--- config.mk ---
export PLATFORM = sky130hd
export DESIGN_NAME = soc_sysid_arbiter_flat
export DESIGN_NICKNAME = d
export VERILOG_FILES = /design/src/rtl/soc_sysid_arbiter_if.sv /design/src/rtl/soc_sysid_arbiter.sv /design/src/flat_wrapper.sv
export SDC_FILE = /design/constraint.sdc
export NUM_CORES = 1
export LEC_CHECK = 0
export BUFFER_PORTS_ARGS = -buffer_cell sky130_fd_sc_hd__buf_4
export CORE_AREA = 2 2 83 85
export CTS_BUF_LIST = sky130_fd_sc_hd__clkbuf_4 sky130_fd_sc_hd__clkbuf_8
export CTS_CLUSTER_SIZE = 16
export DETAILED_ROUTE_END_ITERATION = 7
export DIE_AREA = 0 0 85 87
export PLACE_DENSITY = 0.85
export SKIP_LAST_GASP = 1
export SYNTH_ARGS = -nofsm -noshare
export SYNTH_HDL_FRONTEND = slang
export SYNTH_SLANG_ARGS = --single-unit
--- constraint.sdc ---
create_clock -name clk -period 2.4 [get_ports clk]
set_input_delay 0.36 -clock clk [delete_from_list [all_inputs] [get_ports clk]]
set_output_delay 0.36 -clock clk [all_outputs]
set_load 0.02 [all_outputs]
--- src/rtl/soc_sysid_arbiter_if.sv ---
`default_nettype none
// ============================================================================
// Module   : soc_sysid_arbiter_if
// Brief    : Two Avalon-MM read masters, shared ID-slave port and error flag.
// Revision : 1.0 - initial release
// ============================================================================
interface soc_sysid_arbiter_if;
  logic        m0_read;
  logic        m1_read;
  logic        m0_address;
  logic        m1_address;
  logic [31:0] m0_readdata;
  logic [31:0] m1_readdata;
  logic        m0_readdatavalid;
  logic        m1_readdatavalid;
  logic        m0_waitrequest;
  logic        m1_waitrequest;
  logic        s_read;
  logic        s_address;
  logic [31:0] s_readdata;
  logic        clear_err;
  logic        id_mismatch;

  // Arbiter side.
  modport slave (
    input  m0_read, m1_read, m0_address, m1_address, s_readdata, clear_err,
    output m0_readdata, m1_readdata, m0_readdatavalid, m1_readdatavalid,
           m0_waitrequest, m1_waitrequest, s_read, s_address, id_mismatch
  );

  // Environment side: both requesting masters plus the ID slave.
  modport master (
    output m0_read, m1_read, m0_address, m1_address, s_readdata, clear_err,
    input  m0_readdata, m1_readdata, m0_readdatavalid, m1_readdatavalid,
           m0_waitrequest, m1_waitrequest, s_read, s_address, id_mismatch
  );
endinterface
`default_nettype wire

--- src/rtl/soc_sysid_arbiter.sv ---
`default_nettype none
// ============================================================================
// Module   : soc_sysid_arbiter
// Brief    : Round-robin arbiter of two read masters onto a single system-ID
//            slave with fixed read latency and a sticky ID-mismatch flag.
// Revision : 1.0 - initial release
// ============================================================================
module soc_sysid_arbiter #(
  parameter int unsigned READ_LATENCY = 1,
  parameter logic [31:0] EXPECTED_ID  = 32'h6377_FA27
) (
  input logic                 clk,
  input logic                 rst,
  soc_sysid_arbiter_if.slave  bus
);

  localparam logic [2:0] c_latency = 3'(READ_LATENCY);

  typedef enum logic [1:0] {
    S_IDLE  = 2'd0,
    S_ISSUE = 2'd1,
    S_WAIT  = 2'd2,
    S_RESP  = 2'd3
  } state_t;

  state_t      r_state;
  state_t      w_state_nxt;
  logic        r_grant;
  logic        w_grant_nxt;
  logic        r_addr;
  logic        w_addr_nxt;
  logic [2:0]  r_cnt;
  logic [31:0] r_m0_data;
  logic [31:0] r_m1_data;
  logic        r_mismatch;
  logic        w_capture;
  logic        w_set_err;
  logic        w_s_read;
  logic        w_s_address;
  logic        w_m0_rdv;
  logic        w_m1_rdv;
  logic        w_m0_wait;
  logic        w_m1_wait;

  always_ff @(posedge clk or posedge rst) begin
    if (rst) begin
      r_state <= S_IDLE;
    end else begin
      r_state <= w_state_nxt;
    end
  end

  always_comb begin
    w_state_nxt = r_state;
    w_grant_nxt = r_grant;
    w_addr_nxt  = r_addr;
    w_capture   = 1'b0;
    w_s_read    = 1'b0;
    w_s_address = 1'b0;
    w_m0_rdv    = 1'b0;
    w_m1_rdv    = 1'b0;
    w_m0_wait   = 1'b1;
    w_m1_wait   = 1'b1;
    case (r_state)
      S_IDLE: begin
        if (bus.m0_read || bus.m1_read) begin
          // r_grant remembers the previous winner, so a tie flips it.
          if (bus.m0_read && bus.m1_read) begin
            w_grant_nxt = ~r_grant;
          end else begin
            w_grant_nxt = bus.m1_read;
          end
          w_addr_nxt  = w_grant_nxt ? bus.m1_address : bus.m0_address;
          w_state_nxt = S_ISSUE;
        end
      end
      S_ISSUE: begin
        w_s_read    = 1'b1;
        w_s_address = r_addr;
        if (c_latency == 3'd0) begin
          w_capture   = 1'b1;
          w_state_nxt = S_RESP;
        end else begin
          w_state_nxt = S_WAIT;
        end
      end
      S_WAIT: begin
        if (r_cnt == 3'd1) begin
          w_capture   = 1'b1;
          w_state_nxt = S_RESP;
        end
      end
      S_RESP: begin
        if (r_grant) begin
          w_m1_rdv  = 1'b1;
          w_m1_wait = 1'b0;
        end else begin
          w_m0_rdv  = 1'b1;
          w_m0_wait = 1'b0;
        end
        w_state_nxt = S_IDLE;
      end
      default: w_state_nxt = S_IDLE;
    endcase
  end

  assign w_set_err = w_capture && r_addr && (bus.s_readdata != EXPECTED_ID);

  always_ff @(posedge clk or posedge rst) begin
    if (rst) begin
      r_grant    <= 1'b1;
      r_addr     <= 1'b0;
      r_cnt      <= 3'd0;
      r_m0_data  <= 32'd0;
      r_m1_data  <= 32'd0;
      r_mismatch <= 1'b0;
    end else begin
      r_grant <= w_grant_nxt;
      r_addr  <= w_addr_nxt;
      if (r_state == S_ISSUE) begin
        r_cnt <= c_latency;
      end else if (r_state == S_WAIT) begin
        r_cnt <= r_cnt - 3'd1;
      end
      // Captured straight into the granted master's output register.
      if (w_capture) begin
        if (r_grant) begin
          r_m1_data <= bus.s_readdata;
        end else begin
          r_m0_data <= bus.s_readdata;
        end
      end
      if (w_set_err) begin
        r_mismatch <= 1'b1;
      end else if (bus.clear_err) begin
        r_mismatch <= 1'b0;
      end
    end
  end

  assign bus.s_read           = w_s_read;
  assign bus.s_address        = w_s_address;
  assign bus.m0_readdata      = r_m0_data;
  assign bus.m1_readdata      = r_m1_data;
  assign bus.m0_readdatavalid = w_m0_rdv;
  assign bus.m1_readdatavalid = w_m1_rdv;
  assign bus.m0_waitrequest   = w_m0_wait;
  assign bus.m1_waitrequest   = w_m1_wait;
  assign bus.id_mismatch      = r_mismatch;

endmodule
`default_nettype wire

--- src/flat_wrapper.sv ---
// flat-port wrapper written by rule: the top's interface ports become plain ports
module soc_sysid_arbiter_flat 
#(
  parameter int unsigned READ_LATENCY = 1,
  parameter logic [31:0] EXPECTED_ID  = 32'h6377_FA27
)
  (clk, rst, bus_m0_read, bus_m1_read, bus_m0_address, bus_m1_address, bus_s_readdata, bus_clear_err, bus_m0_readdata, bus_m1_readdata, bus_m0_readdatavalid, bus_m1_readdatavalid, bus_m0_waitrequest, bus_m1_waitrequest, bus_s_read, bus_s_address, bus_id_mismatch);
  soc_sysid_arbiter_if bus_i ();
  input logic clk;
  input logic rst;
  input wire logic [$bits(bus_i.m0_read)-1:0] bus_m0_read;
  input wire logic [$bits(bus_i.m1_read)-1:0] bus_m1_read;
  input wire logic [$bits(bus_i.m0_address)-1:0] bus_m0_address;
  input wire logic [$bits(bus_i.m1_address)-1:0] bus_m1_address;
  input wire logic [$bits(bus_i.s_readdata)-1:0] bus_s_readdata;
  input wire logic [$bits(bus_i.clear_err)-1:0] bus_clear_err;
  output wire logic [$bits(bus_i.m0_readdata)-1:0] bus_m0_readdata;
  output wire logic [$bits(bus_i.m1_readdata)-1:0] bus_m1_readdata;
  output wire logic [$bits(bus_i.m0_readdatavalid)-1:0] bus_m0_readdatavalid;
  output wire logic [$bits(bus_i.m1_readdatavalid)-1:0] bus_m1_readdatavalid;
  output wire logic [$bits(bus_i.m0_waitrequest)-1:0] bus_m0_waitrequest;
  output wire logic [$bits(bus_i.m1_waitrequest)-1:0] bus_m1_waitrequest;
  output wire logic [$bits(bus_i.s_read)-1:0] bus_s_read;
  output wire logic [$bits(bus_i.s_address)-1:0] bus_s_address;
  output wire logic [$bits(bus_i.id_mismatch)-1:0] bus_id_mismatch;
  assign bus_i.m0_read = bus_m0_read;
  assign bus_i.m1_read = bus_m1_read;
  assign bus_i.m0_address = bus_m0_address;
  assign bus_i.m1_address = bus_m1_address;
  assign bus_i.s_readdata = bus_s_readdata;
  assign bus_i.clear_err = bus_clear_err;
  assign bus_m0_readdata = bus_i.m0_readdata;
  assign bus_m1_readdata = bus_i.m1_readdata;
  assign bus_m0_readdatavalid = bus_i.m0_readdatavalid;
  assign bus_m1_readdatavalid = bus_i.m1_readdatavalid;
  assign bus_m0_waitrequest = bus_i.m0_waitrequest;
  assign bus_m1_waitrequest = bus_i.m1_waitrequest;
  assign bus_s_read = bus_i.s_read;
  assign bus_s_address = bus_i.s_address;
  assign bus_id_mismatch = bus_i.id_mismatch;
  soc_sysid_arbiter #(.READ_LATENCY(READ_LATENCY), .EXPECTED_ID(EXPECTED_ID)) u_core (.clk(clk), .rst(rst), .bus(bus_i));
endmodule
# --- Yosys cells after proc, flatten, opt, wreduce, memory -nomap -nowiden ---
# Cells that the tools add are included.
word_totals:
  reg_bits: 72
  inputBits: 39
  output_inout_bits: 71
  word_cells: 48
classes:
  add_sub_neg: 1
  eq_ne: 7
  muxes: 21
  bitwise: 1
  reduce_logical: 11
op_table:
  columns: ["op", "n"]
  rows:
  - ["32-bit by 31-bit inequality test with 1-bit output, second input constant", 1]
  - ["1-bit 2-to-1 mux", 16]
  - ["2-bit case mux with 4 select lines", 1]
  - ["2-bit AND reduction", 4]
  - ["3-bit 2-to-1 mux", 2]
  - ["2-bit == test, second input constant", 2]
  - ["2-bit 2-to-1 mux", 2]
  - ["2-bit by 1-bit inequality test with 1-bit output, second input constant", 2]
  - ["2-bit nonzero test", 2]
  - ["3-bit by 1-bit == test with 1-bit output, second input constant", 1]
  - ["1-bit logical AND", 3]
  - ["3-bit by 1-bit subtractor with 3-bit output, second input constant", 1]
  - ["2-bit by 1-bit == test with 1-bit output, second input constant", 1]
  - ["2-bit logical NOT", 1]
  - ["1-bit logical OR", 1]
  - ["1-bit inverter", 1]

# --- Logic depth before layout (Yosys ltp) ---
# Gate-level depths: netlist of the first run.
depth:
  depth_word: 6
  depth_mapped: 7
  ltp_nobuf: 5

# --- Least setup slack after synthesis of the first run ---
# No wires, ideal clock.
synth_path:
  path_kind: "register to register"
  start: "register u_core.r_state[0]"
  end: "register u_core.r_m0_data[0], in the netlist u_core.bus.m0_readdata[0]"
  setup_ns: 0.125
  t_arrival_ns: 1.535
  required_ns: 2.275
  path_slack_ns: 0.740
  stages_incl_launch_ff: 8
  synth_period_minus_slack_ns: 1.660
  path_cell_list: "dfrtp_1 > inv_1 > ha_1 > and3_4 > nor2b_4 > buf_6 > buf_12 > mux2_4"
synth_via:
  elab_chain_cells: 3
synth_rtl:
  columns: ["element", "line", "rtl"]
  rows:
  - ["start, declared", "soc_sysid_arbiter.sv:26", "state_t r_state;"]
  - ["start signal, assigned", "soc_sysid_arbiter.sv:49", "r_state <= w_state_nxt;"]
  - ["2-bit == test", "soc_sysid_arbiter.sv:64", "case (r_state)"]
  - ["1-bit 2-to-1 mux", "soc_sysid_arbiter.sv:64", null]
  - ["2-bit AND reduction (no line)", null, null]
  - ["end signal, assigned", "soc_sysid_arbiter.sv:130", "r_m0_data <= bus.s_readdata;"]
  - ["end, declared", "soc_sysid_arbiter.sv:33", "logic [31:0] r_m0_data;"]
# No other way between the ends.
# A chain may end at the register's enable or synchronous reset.

# --- Worst setup path in the final report of the first run ---
layout_path:
  start: "register u_core.r_state[0]"
  end: "register u_core.r_m0_data[30], in the netlist u_core.bus.m0_readdata[30]"
# The elaborated chain is that of the path after synthesis.

==> out/metrics.cfg, run 1 <==
[route]
ant_nets = 0
wirelength_um = 6970
post_drt_via_cell_ratio = 5.09
routedWlPerCell_um = 17.4
drt-initial-drc-count = 74
drc_errors = 0
via_count = 2041
first_pass_iters = 4

[setup_path]
crit_type = reg2reg
cp-start-kind = register
required_ns = 2.63
path_max_fanout = 32
cp_data_arrival_time_ns = 2.07
end_kind = register

[timing]
relSlewSlack_pct = 64.3
tns_ns = 0
final-hold-violation-count = 0
fmax_ghz = 0.542
finalCritPeriodShare_pct = 76.8
holdWs_ns = 0.0540
fin_crit_ns = 1.84
tightestPinTransition_ns = 0.535
rsz0062_at_grt = no
setup_viol = 0
fin_skew_ns = 0.0126
drv_slew = 0

[pwr]
p_sw_share_pct = 37.0
intPower_w = 0.00392
clkPwrFrac_pct = 15.1
ir_worst_vdd_mv = 0.755
power_density_mw_per_mm2 = 1480
p_leak_nw = 2.02
pwr-share-comb_pct = 49.0
p_switching_w = 0.00230
power_frac_seq_pct = 35.9

[cells_and_area]
final_nets = 363
drive_gt1_share_pct = 61.7
insertedDiodeCount = 0
area_delta_synth_final_pct = 33.9

[synth]
syn_area_per_cell_um2 = 15.7
netlist_instances = 200
ys_warn_count = 0
synth_nets = 246
synth_edf_count = 0
synth-seq-area-share_pct = 57.5
synth_ff_type = dfrtp_1
synth_cell_types = 33
async_flop_share_pct = 100
synth_area_mm2 = 0.00314
ys_ff_latch = 72

[placement]
hpwl_um = 5080
io_buffers = 109
gp_congestion = 0.861

[global_route]
grt_pass1_wl_um = 11000
grt_max_degree = 33
overflow = 0
antenna_found_initial = 0
grt_usage_pct = 19.6
grt_pass1_vias = 2156

[cts]
root_buffer = clkbuf_8
cts_setup_buffers = 0
cts_resized = 0
cts_max_level = 3
clkSinkCount = 72
cts_tree = done
clock_latency_ns = 0.34
cts_buffers = 9
clk_pin_slew_ns = 0.08
cts_hold_buffers = 0
clock_path_buffers = 2

[floorplan]
die_area_mm2 = 0.00740
rows = 30
die_h_um = 87
initial_core_util_pct = 47.8
io_pins = 110
core_area_mm2 = 0.00657
fp.dieW_um = 85

[min_path]
holdCritPathClass = in2async

[outcome]
outcome = completed

[flow_run]
cap_viol_max_count = 0

[registers in the layout (all words and copies together), names as in the netlist]
| signal | count |
|---|---|
| u_core.bus.m0_readdata | 32 |
| u_core.r_grant | 1 |
| u_core.bus.m1_readdata | 32 |
| u_core.bus.id_mismatch | 1 |
| u_core.r_addr | 1 |
| u_core.r_cnt | 3 |
| u_core.r_state | 2 |
[synth_stat cells (all sizes together), types with 2 or more instances]
master / n / share of area [%]
dfrtp: 71 / 57
mux2: 65 / 27
inv: 9 / 1.1
buf: 7 / 3.0
ha: 7 / 2.8
nand4b: 5 / 1.4
a21oi: 4 / 0.64
nand2: 4 / 0.48
nor2: 3 / 0.36
nor2b: 3 / 0.84
and2: 2 / 0.40
nand2b: 2 / 0.40
nand3b: 2 / 0.48
o21a: 2 / 0.48
[placed cells by master (no fill, tap or decap), types with 2 or more instances in the layout]
| cell type | netlist | final |
|---|---|---|
| buf_4 | 3 | 112 |
| dfrtp_1 | 71 | 71 |
| mux2_2 | 35 | 35 |
| mux2_4 | 30 | 30 |
| clkbuf_8 | 0 | 10 |
| inv_1 | 8 | 7 |
| ha_1 | 7 | 7 |
| nand4b_1 | 5 | 5 |
| nand2_1 | 4 | 4 |
| a21oi_1 | 4 | 4 |
| nor2_1 | 3 | 3 |
| clkinvlp_4 | 0 | 3 |
| inv_2 | 1 | 2 |
| nor2b_1 | 2 | 2 |
| nand2b_1 | 2 | 2 |
| and2_1 | 2 | 2 |
| nand3b_1 | 2 | 2 |
| o21a_1 | 2 | 2 |
[final timing paths]
kind | start | end | slack [ns] | cells past startpoint
setup / recovery | u_core.r_state[0] | u_core.bus.m0_readdata[30] | 0.56 | 6
hold / removal | rst | u_core.bus.m1_readdata[4] | 0.05 | 2
setup reg to reg | u_core.r_state[0] | u_core.bus.m0_readdata[30] | 0.56 | 6
hold reg to reg | u_core.bus.m0_readdata[13] | u_core.bus.m0_readdata[13] | 0.51 | 1
max in group asynchronous | rst | u_core.bus.m0_readdata[14] | 1.53 | 3
min in group clk | bus_m0_read | u_core.r_grant | 0.22 | 2
[cells by family after synthesis]
kind of cell,count (synthesis),share of synthesized area [%]
muxes,65,26.9
adders and majority gates,7,2.79
AOI/OAI and AO/OA,11,2.31
and+or+nand+nor,29,6.46
buffers and inverters,16,4.07
DFF,72,57.5
[power by group through the flow]
stage	clock network [W]	registers (W)	logic (W)
2_1_floorplan	0	0.00283	0.00123
3_3_place_gp	0	0.00222	0.00297
3_5_place_dp	0	0.00224	0.00307
4_1_cts	0.000969	0.00223	0.00308
5_1_grt	0.00102	0.00230	0.00324
6_report	0.000941	0.00223	0.00305
[metal layers]
metal | wire, um | track usage [%]
met3 | 564 | 6.54
met2 | 3420 | 32.4
met5 | 0 | 0
met1 | 2920 | 24.3
met4 | 70 | 6.49
[area by class of cell]
type | count | area, um^2
clock inverters | 5 | 57.6
well taps | 80 | 100
clock buffers | 10 | 138
repair buffers | 113 | 861
fillers | 494 | 2370
multi-input cells | 112 | 1210
flip-flops and latches | 72 | 1800
inverters | 9 | 33.8
[worst max-delay path: stages (launching register included)]
cell and delay, ns:
dfrtp_1 0.42, inv_1 0.12, ha_1 0.20, and3_4 0.20
nor2b_4 0.16, buf_12 0.27, mux2_2 0.37
[stage by stage]
stage,total power [W],setup WS [ns],instance area (um^2),utilization (%),cells
floorplan,0.00406,0.217,3140,-,200
global placement,0.00519,0.636,4010,61.0,386
detailed placement,0.00531,0.568,4010,61.0,386
CTS,0.00628,0.551,4200,63.9,401
global route,0.00655,0.444,4200,63.9,401
finish,0.00622,0.556,4200,63.9,401
Note: power is estimated with default switching activity, not from simulation.
==> inputs of run 2 (changes only) <==
ABC_AREA = 1   (was unset)
CORE_AREA = 2 2 84 86   (was 2 2 83 85)
DIE_AREA = 0 0 86 88   (was 0 0 85 87)
clock period = 1.8 ns   (was 2.4 ns; I/O delays follow)
==> out/metrics.cfg, run 2 <==
[synth]
synth_top_family_by_area = compound AO/OA/AOI/OAI gates
synthMuxAreaShare_pct = 0
synth_commonest_cells = nand2_1 (95), dfrtp_1 (71), inv_1 (49)
synth_area_mm2 = 0.00323
ys_warn_count = 0
async_flop_share_pct = 100
synth_ff_type = dfrtp_1
netlist_instances = 330
synth_edf_count = 0
synth_nets = 376
synth_xor_area_share_pct = 0
synth_compound_area_share_pct = 17.0
yosysTopAreaCell = dfrtp_1
synth-seq-area-share_pct = 55.8
synthDominantCellAreaShare_pct = 55.0
synth_cell_types = 20
synth_most_common_cell = nand2_1
synth-simple-area-share_pct = 14.6
ys_ff_latch = 72
synth_fa_ha_area_share_pct = 2.71
syn_area_per_cell_um2 = 9.79
synthTopCellsByArea = dfrtp_1 (55%), o21ai_2 (12%), nand2_1 (11%)

[floorplan]
io_pins = 110
rows = 30
core_area_mm2 = 0.00664
die_h_um = 88
initial_core_util_pct = 48.6
fp.dieW_um = 86
die_area_mm2 = 0.00757

[route]
ant_nets = 0
first_pass_iters = 4
drt-initial-drc-count = 160
wirelength_um = 7120
routedLengthMet1_um = 3230
post_drt_via_cell_ratio = 4.76
wl_met2_um = 3330
drc_errors = 0
wl_met3_um = 483
via_count = 2513
routedWlPerCell_um = 13.5
route.top_layer_used = met4

[setup_path]
end_kind = output pin
timing.rr.end = u_core.bus.m0_readdata[13]
required_ns = 1.53
regToRegSetupSlack_ns = 0.17
cp-start-kind = register
reg2reg_depth = 6
crit_start = u_core.r_state[1]
path_max_fanout = 4
cp-endpoint = bus_s_address
crit_type = reg2out
cp_data_arrival_time_ns = 1.42
worstReg2RegStart = u_core.r_state[0]

[timing]
final-hold-violation-count = 0
relSlewSlack_pct = 74.7
drv_slew = 0
setup_viol = 0
holdWs_ns = 0.0286
tightestPinTransition_ns = 0.380
fin_crit_ns = 1.69
fmax_ghz = 0.591
finalCritPeriodShare_pct = 94.1
tns_ns = 0
fin_skew_ns = 0.00793
rsz0062_at_grt = no

[cts]
root_buffer = clkbuf_8
clock_path_buffers = 2
cts_buffers = 9
cts_tree = done
clkSinkCount = 72
cts_hold_buffers = 0
clock_latency_ns = 0.34
cts_resized = 0
clk_pin_slew_ns = 0.08
cts_max_level = 3
cts_setup_buffers = 0

[placement]
gp_congestion = 0.792
hpwl_um = 5380
io_buffers = 109

[pwr]
p_leak_nw = 2.30
ir_worst_vdd_mv = 0.878
power_density_mw_per_mm2 = 1940

[cells_and_area]
area_delta_synth_final_pct = 33.4
final_nets = 489
final_cell_mix = buf_4 (110), nand2_1 (95), dfrtp_1 (71)
final_common_cell = buf_4
insertedDiodeCount = 0
drive_gt1_share_pct = 40.0

[global_route]
overflow = 0
grt_pass1_vias = 2477
grt_usage_pct = 19.7
antenna_found_initial = 0
grt_pass1_wl_um = 11600
grt_max_degree = 73

[flow_run]
cap_viol_max_count = 0

[min_path]
holdCritPathClass = in2async

[outcome]
outcome = completed

[run 2: cell types whose count changed after synthesis, sizes merged, moves of 3 or more]
| cell | previous run | this run |
|---|---|---|
| nor2 | 3 | 13 |
| buf | 7 | 12 |
| mux2 | 65 | 0 |
| nor2b | 3 | 0 |
| nand2 | 4 | 95 |
| inv | 9 | 49 |
| nand4b | 5 | 0 |
| o21ai | 1 | 70 |
[run 2: metal layers]
| layer | global-route usage, % | vias up |
|---|---|---|
| met4 | 6.49 | 0 |
| met2 | 31.4 | 85 |
| met5 | 0 | - |
| met3 | 3.96 | 10 |
| li1 | - | 1263 |
| met1 | 27.2 | 1155 |
[run 2: area by class of cell]
class | instances | area, um^2
clock buffer | 10 | 138
clock inverter | 6 | 67.6
fill | 545 | 2330
inverter | 49 | 188
multi-input combinational | 197 | 1110
sequential | 72 | 1800
tap | 80 | 100
timing repair buffer | 114 | 906
[run 2: cell families (layout without fill, tap and decap cells)]
logic type	Yosys count	in the layout
and+or+nand+nor	114	114
AOI/OAI and AO/OA	76	76
DFF	72	72
buffers and inverters	61	179
adders and majority gates	7	7
[run 2: power breakdown]
group,internal [W],switching [W]
clock,0.000682,0.000611
combinational,0.00176,0.00232
sequential,0.00246,0.000543
[run 2: how the worst min path moves through the flow]
stage | startpoint | cells past startpoint | endpoint
3_5_place_dp | rst | 3 | u_core.bus.m0_readdata[5]
3_3_place_gp | rst | 3 | u_core.bus.m0_readdata[5]
4_1_cts | rst | 3 | u_core.bus.m1_readdata[15]
5_1_grt | rst | 3 | u_core.bus.m1_readdata[15]
6_report | rst | 3 | u_core.bus.m0_readdata[5]
2_1_floorplan | bus_clear_err | 3 | u_core.bus.id_mismatch
[run 2: through the flow]
| stage | setup WS [ns] | power (W) | std cells | utilization (%) | cell area (um^2) |
|---|---|---|---|---|---|
| 2_1_floorplan | 0.450 | 0.00543 | 330 | - | 3230 |
| 3_3_place_gp | 0.302 | 0.00699 | 512 | 61.8 | 4110 |
| 3_5_place_dp | 0.198 | 0.00716 | 512 | 61.8 | 4110 |
| 4_1_cts | 0.0943 | 0.00847 | 528 | 64.9 | 4310 |
| 5_1_grt | 0.0204 | 0.00892 | 528 | 64.9 | 4310 |
| 6_report | 0.107 | 0.00838 | 528 | 64.9 | 4310 |
[run 2: critical path, stage by stage (launching register included)]
cell and delay [ns]:
dfrtp_1 0.44, inv_1 0.13, ha_1 0.25, nand2_1 0.08
inv_1 0.06, buf_4 0.13
==> inputs of run 3 (changes only) <==
ABC_AREA = unset   (was 1)
CORE_AREA = 2 2 98 100   (was 2 2 84 86)
DIE_AREA = 0 0 100 102   (was 0 0 86 88)
PLACE_DENSITY = 0.66   (was 0.85)
clock period = 1.9 ns   (was 1.8 ns; I/O delays follow)
==> out/metrics.cfg, run 3 (synthesized netlist as in run 1, its figures left out) <==
[setup_path]
timing.rr.end = u_core.bus.m0_readdata[31]
crit_type = reg2reg
crit_chain = inv_1 -> ha_1 -> and3_4 -> nor2b_4 -> buf_12 -> mux2_2
cp_data_arrival_time_ns = 2.01
slowest_delay_ns = 0.41
worstReg2RegStart = u_core.r_state[0]
reg2reg_depth = 6
regToRegSetupSlack_ns = 0.11
end_kind = register
cp-start-kind = register
path_max_fanout = 20
cp_slowest_cell = dfrtp_1
required_ns = 2.12

[cts]
cts_resized = 0
clock_latency_ns = 0.34
cts_tree = done
clkSinkCount = 72
clk_pin_slew_ns = 0.07
cts_setup_buffers = 0
root_buffer = clkbuf_8
cts_buffers = 9
cts_max_level = 3
clock_path_buffers = 2
cts_hold_buffers = 0

[route]
drt-initial-drc-count = 37
routedLengthMet1_um = 3080
drc_errors = 0
via_count = 2040
ant_nets = 0
wl_met2_um = 3110
wl_met3_um = 462
route.top_layer_used = met4
wirelength_um = 6690
post_drt_via_cell_ratio = 4.69
routedWlPerCell_um = 15.4
first_pass_iters = 4

[min_path]
holdCritPathClass = in2async

[floorplan]
core_area_mm2 = 0.00911
rows = 35
initial_core_util_pct = 34.5
fp.dieW_um = 100
die_area_mm2 = 0.0102
io_pins = 110
die_h_um = 102

[placement]
gp_congestion = 0.774
hpwl_um = 4960
io_buffers = 109

[timing]
fin_skew_ns = 0.00596
holdWs_ns = 0.0396
drv_slew = 0
setup_viol = 0
relSlewSlack_pct = 68.9
final-hold-violation-count = 0
fmax_ghz = 0.559
tns_ns = 0
rsz0062_at_grt = no
tightestPinTransition_ns = 0.461
finalCritPeriodShare_pct = 94.1
fin_crit_ns = 1.79

[cells_and_area]
final_nets = 365
drive_gt1_share_pct = 62.0
final_common_cell = buf_4
area_delta_synth_final_pct = 36.0
insertedDiodeCount = 0
final_cell_mix = buf_4 (112), dfrtp_1 (71), mux2_2 (35)

[outcome]
outcome = completed

[global_route]
grt_pass1_wl_um = 10900
antenna_found_initial = 0
grt_pass1_vias = 2058
grt_usage_pct = 13.9
overflow = 0
grt_max_degree = 73

[flow_run]
cap_viol_max_count = 0

[pwr]
ir_worst_vdd_mv = 0.645
p_leak_nw = 2.04
power_density_mw_per_mm2 = 1820

-- run 3: cell type report --
type / instances / area [um^2]
fillers: 825 / 4840
flip-flops and latches: 72 / 1800
multi-input cells: 112 / 1210
repair buffers: 115 / 892
clock buffers: 13 / 173
well taps: 111 / 139
inverters: 9 / 37.5
clock inverters: 3 / 15.0
-- run 3: report_power, final --
| part | leakage, nW | internal (W) | total (W) | switching [W] |
|---|---|---|---|---|
| Combinational | 1.07 | 0.00202 | 0.00384 | 0.00182 |
| Sequential | 0.861 | 0.00232 | 0.00278 | 0.000464 |
| Clock | 0.103 | 0.000590 | 0.00114 | 0.000546 |
-- run 3: metal layers --
layer / global-route usage, % / vias to the layer above
li1: - / 946
met1: 18.6 / 1013
met5: 0 / -
met4: 4.11 / 0
met2: 21.4 / 76
met3: 5.20 / 5
-- run 3: worst max path at each step --
stage,slack (ns),cells past startpoint,to,startpoint
2_1_floorplan,0.24,7,u_core.bus.m0_readdata[0],u_core.r_state[0]
3_3_place_gp,0.13,6,u_core.bus.m0_readdata[30],u_core.r_state[0]
3_5_place_dp,0.06,6,u_core.bus.m0_readdata[30],u_core.r_state[0]
4_1_cts,0.06,6,u_core.bus.m0_readdata[30],u_core.r_state[0]
5_1_grt,0.02,6,u_core.bus.m0_readdata[31],u_core.r_state[0]
6_report,0.11,6,u_core.bus.m0_readdata[31],u_core.r_state[0]
-- run 3: worst max-delay path: cells and delay by family, from the launching register on --
| family | cells | cell delay, ns |
|---|---|---|
| flip-flops | 1 | 0.41 |
| multiplexers | 1 | 0.35 |
| buffers and inverters | 2 | 0.33 |
| AND/OR/NAND/NOR | 2 | 0.37 |
| adder cells (fa/ha/maj) | 1 | 0.19 |
-- run 3: per-stage QoR --
step | cell area [um^2] | util [%] | cells | power [W] | setup slack [ns]
detailed placement | 4080 | 44.7 | 419 | 0.00669 | 0.0647
global placement | 4080 | 44.7 | 419 | 0.00661 | 0.132
finish | 4270 | 46.8 | 435 | 0.00776 | 0.111
CTS | 4260 | 46.8 | 435 | 0.00786 | 0.0590
floorplan | 3140 | - | 200 | 0.00513 | 0.240
global route | 4270 | 46.8 | 435 | 0.00826 | 0.0186
